## config.mk

```make
export PLATFORM = sky130hd
export DESIGN_NAME = shreg_universal
export DESIGN_NICKNAME = d
export VERILOG_FILES = /design/src/rtl/shreg_universal.sv
export SDC_FILE = /design/constraint.sdc
export NUM_CORES = 1
export LEC_CHECK = 0
export BUFFER_PORTS_ARGS = -buffer_cell sky130_fd_sc_hd__buf_2
export CORE_MARGIN = 2
export CORE_UTILIZATION = 45
export CTS_CLUSTER_DIAMETER = 50
export DETAILED_ROUTE_END_ITERATION = 8
export PLACE_DENSITY = 0.73
export SYNTH_ARGS = -nofsm -noshare
export SYNTH_HDL_FRONTEND = slang
export SYNTH_SLANG_ARGS = --single-unit
```

## constraint.sdc

```tcl
create_clock -name clk -period 1.5 [get_ports clk]
set_input_delay 0.15 -clock clk [delete_from_list [all_inputs] [get_ports clk]]
set_output_delay 0.15 -clock clk [all_outputs]
set_load 0.03 [all_outputs]
```

## src/rtl/shreg_universal.sv

```systemverilog
// Universal shift register: parallel load, shift/rotate both ways,
// synchronous clear, and a self-timed LSB-first serializer (PISO burst).
module shreg_universal #(
  parameter int               WIDTH   = 4,
  parameter logic [WIDTH-1:0] RST_VAL = '0
) (
  input  logic                       clk,
  input  logic                       rst_n,
  input  logic                       en,
  input  logic [2:0]                 mode,
  input  logic [WIDTH-1:0]           pin,
  input  logic                       sin_r,
  input  logic                       sin_l,
  input  logic                       start,
  output logic [WIDTH-1:0]           q,
  output logic                       sout_r,
  output logic                       sout_l,
  output logic                       ser_valid,
  output logic                       busy,
  output logic                       done,
  output logic [$clog2(WIDTH+1)-1:0] cnt
);

  localparam int CW = $clog2(WIDTH + 1);

  typedef enum logic [1:0] {
    IDLE  = 2'd0,
    SHIFT = 2'd1,
    DONE  = 2'd2
  } state_t;

  state_t         state;
  state_t         state_nxt;
  logic [WIDTH-1:0] q_nxt;
  logic [CW-1:0]  cnt_nxt;

  // State, data and burst counter advance together, only on enabled edges.
  always_ff @(posedge clk or negedge rst_n) begin
    if (!rst_n) begin
      state <= IDLE;
      q     <= RST_VAL;
      cnt   <= '0;
    end else if (en) begin
      state <= state_nxt;
      q     <= q_nxt;
      cnt   <= cnt_nxt;
    end
  end

  // Next-state decode: start beats mode in IDLE; a burst ignores all requests.
  always_comb begin
    state_nxt = state;
    q_nxt     = q;
    cnt_nxt   = cnt;
    case (state)
      IDLE: begin
        if (start) begin
          q_nxt     = pin;
          cnt_nxt   = CW'(WIDTH);
          state_nxt = SHIFT;
        end else begin
          case (mode)
            3'b001:  q_nxt = pin;
            3'b010:  q_nxt = {sin_r, q[WIDTH-1:1]};
            3'b011:  q_nxt = {q[WIDTH-2:0], sin_l};
            3'b100:  q_nxt = {q[0], q[WIDTH-1:1]};
            3'b101:  q_nxt = {q[WIDTH-2:0], q[WIDTH-1]};
            3'b111:  q_nxt = '0;
            default: q_nxt = q;
          endcase
        end
      end
      SHIFT: begin
        q_nxt = {sin_r, q[WIDTH-1:1]};
        if (cnt == CW'(1)) begin
          cnt_nxt   = '0;
          state_nxt = DONE;
        end else begin
          cnt_nxt = cnt - CW'(1);
        end
      end
      DONE: begin
        state_nxt = IDLE;
      end
      default: begin
        state_nxt = IDLE;
      end
    endcase
  end

  // Status and serial outputs come from registered state only.
  always_comb begin
    sout_r    = q[0];
    sout_l    = q[WIDTH-1];
    busy      = (state == SHIFT);
    ser_valid = (state == SHIFT);
    done      = (state == DONE);
  end

endmodule

```

==> impl_metrics.tcl <==
set metrics [dict create \
    status "complete, no violations" \
    synth_top_area_cell "dfrtp_1" \
    internal-power_uw 794 \
    synth_edf_count 0 \
    cp.required_ns 1.65 \
    layout_setup_ws_ns 0.148 \
    routedWlPerCell_um 12.0 \
    ant_nets 0 \
    layout.nets 124 \
    post-route-cell-area_um2 852 \
    clockRootBuffer "clkbuf_4" \
    synth.area.top_cells "dfrtp_1 32%, mux2i_1 7.2%, o21ai_0 5.0%" \
    p_seq_frac 0.296 \
    power.switching_uw 864 \
    cts.sinks 9 \
    dpl.hpwl_mm 1.19 \
    arrival_ns 1.50 \
    slew_violations 0 \
    grt.busiest_layer "met2" \
    ioPinCount 25 \
    yosysTopAreaCellShare 0.323 \
    holdCritPathClass "input pin to flip-flop" \
    drt_pre_antenna_iters 4 \
    cts_buffers 3 \
    ir_worst_vdd_v 0.000949 \
    final-setup-viol-count 0 \
    synth_area_um2 697 \
    fillers 149 \
    slowest_stage "o21ai_0" \
    use_met1 0.247 \
    initial_core_util 0.474 \
    p_leak_uw 0.000414 \
    core_um2 1470 \
    vias 672 \
    timing.fmax_ghz 0.740 \
    slowest_delay_ns 0.55 \
    antenna_found_initial 0 \
    cts_tree "yes" \
    ys_seq_elements 9 \
    synth-main-ff-cell "dfrtp_1" \
    grt_use_total 0.175 \
    crit_chain "o21ai_0 -> nor4_1 -> a21o_1" \
    drc 0 \
    clock_skew_ns 0.000867 \
    min_period_ns 1.35 \
    synth_cells 82 \
    die_h_um 43.4 \
    portBuffers 24 \
    critical_path_peak_fanout 7 \
    grt_max_degree 10 \
    grt_pass1_vias 566 \
    p_clk_frac 0.108 \
    syn_nets 97 \
    placementRows 14 \
    combinationalPowerShare 0.596 \
    relSlewSlack 0.572 \
    die_area_um2 1880 \
    clock_latency_ns 0.25 \
    yosysWarningCount 0 \
    wl_mm 1.48 \
    switching_share 0.521 \
    synth.distinct_cells 30 \
    cap_viol_max_count 0 \
    hold_viol 0 \
    critPathKind "flip-flop to flip-flop" \
    finalPower_uw 1660 \
    dieWidth_um 43.4 \
    critPathLaunchType "flip-flop" \
    clk_path_buf_depth 2 \
    vias_per_cell 5.42 \
    gr-total-overflow 0 \
    final.setup.tns_ns 0 \
    synth-async-reset-ratio 1.00 \
    yosysSeqAreaShare 0.323 \
    endpoint_kind "flip-flop" \
    place_worst_setup_slack_ns 0.0758 \
    worst_slew_pin_slew_ns 0.635 \
    clk_pin_slew_ns 0.06 \
    gp_congestion 0.833 \
    grtUsageMet2 0.263 \
    p_per_area_nw_per_um2 1950 \
    cts_setup_buffers 0 \
    avgSynthCellArea_um2 8.50 \
    h-tree-depth 1 \
    syn_to_final_growth_pct 22.3 \
    gr-usage-met3 0.0625 \
    dr.first_iter.drc_count 9 \
    post_dp_cell_area_um2 816 \
    drive_gt1_frac 0.306 \
    grt_setup_unrepaired "false" \
    finalCritPeriodShare 0.901 \
    n_antenna_cell 0 \
    grt_pass1_wl_mm 2.44 \
    post-route-util 0.579 \
]
## layout by cell type (no fill, tap or decap), drive strengths merged, types with 2 or more instances in the layout
cell / instances
buf: 27
nor2: 9
dfrtp: 9
nand2: 8
o21ai: 7
inv: 5
mux2i: 5
clkbuf: 4
o21bai: 3
o31ai: 3
nor4: 3
nand2b: 2
o221ai: 2
nor2b: 2
a31oi: 2
a211oi: 2
ha: 2
## kinds of logic after synthesis
kind of cell               after synthesis  synth area share
AOI/OAI and AO/OA                       23             0.232
buffers and inverters                   11            0.0898
xor gates and xnor gates                 2            0.0251
DFF                                      9             0.323
adders and majority gates                2            0.0359
and+or+nand+nor                         30             0.223
muxes                                    5            0.0718
## per-layer routing
| metal | part of all wire | vias to the layer above |
|---|---|---|
| met5 | 0 | - |
| met4 | 0 | 0 |
| met3 | 0.057 | 0 |
| met2 | 0.47 | 19 |
| met1 | 0.48 | 310 |
| li1 | - | 343 |
## worst paths after layout
path	startpoint	endpoint	slack, ns	depth (start not counted)
worst min register to register	cnt[1]	cnt[1]	0.53	2
worst max-delay path	state[0]	cnt[0]	0.15	3
worst max register to register	state[0]	cnt[0]	0.15	3
worst min-delay path	en	state[1]	0.09	2
max in group asynchronous	rst_n	state[0]	1.06	2
min in group asynchronous	rst_n	cnt[1]	0.27	2
## cell usage after synthesis, types with 2 or more instances
cell	number
o21ai_0	7
nand2_1	8
dfrtp_1	9
ha_1	2
o21bai_1	3
buf_2	2
inv_1	5
mux2i_1	5
a211oi_1	2
nor2_1	9
o31ai_1	3
nand2b_1	2
nor2b_1	2
buf_4	3
nor4_1	3
a31oi_1	2
o221ai_1	2
## what timing repair did
item                                    CTS  global route
hold buffers                              1             0
resized for setup                         0             1
endpoints found under the hold margin     9             0
endpoints found under the setup margin    0             2
## registers in the layout, indices dropped and copies added, names as in the netlist
signal / cells
q: 4
state: 2
cnt: 3
## layout make-up
class | count | area (um^2) | area share
multi-input cells | 62 | 409 | 0.480
flip-flops and latches | 9 | 225 | 0.264
clock buffers | 4 | 26.3 | 0.0308
repair buffers | 28 | 153 | 0.179
well taps | 16 | 20.0 | 0.0235
inverters | 5 | 18.8 | 0.0220
## worst max-delay path, delay by kind of cell, from the launching register on
family / cells / cell delay [ns]
AOI/OAI and AO/OA: 2 / 0.72
DFF: 1 / 0.42
and+or+nand+nor: 1 / 0.11
## power groups by stage
stage | logic (uW) | clock network (uW) | registers [uW]
detailed placement | 994 | 0 | 497
global route | 1100 | 205 | 518
CTS | 997 | 190 | 492
floorplan | 586 | 0 | 655
global placement | 976 | 0 | 490
finish | 989 | 179 | 491
## per-stage QoR
stage / hold WS, ns / cells
2_1_floorplan: -0.146 / 82
3_5_place_dp: 0.0143 / 119
5_1_grt: 0.101 / 124
4_1_cts: 0.0865 / 124
3_3_place_gp: 0.0104 / 119
6_report: 0.0941 / 124
(Power assumes the default switching activity.)
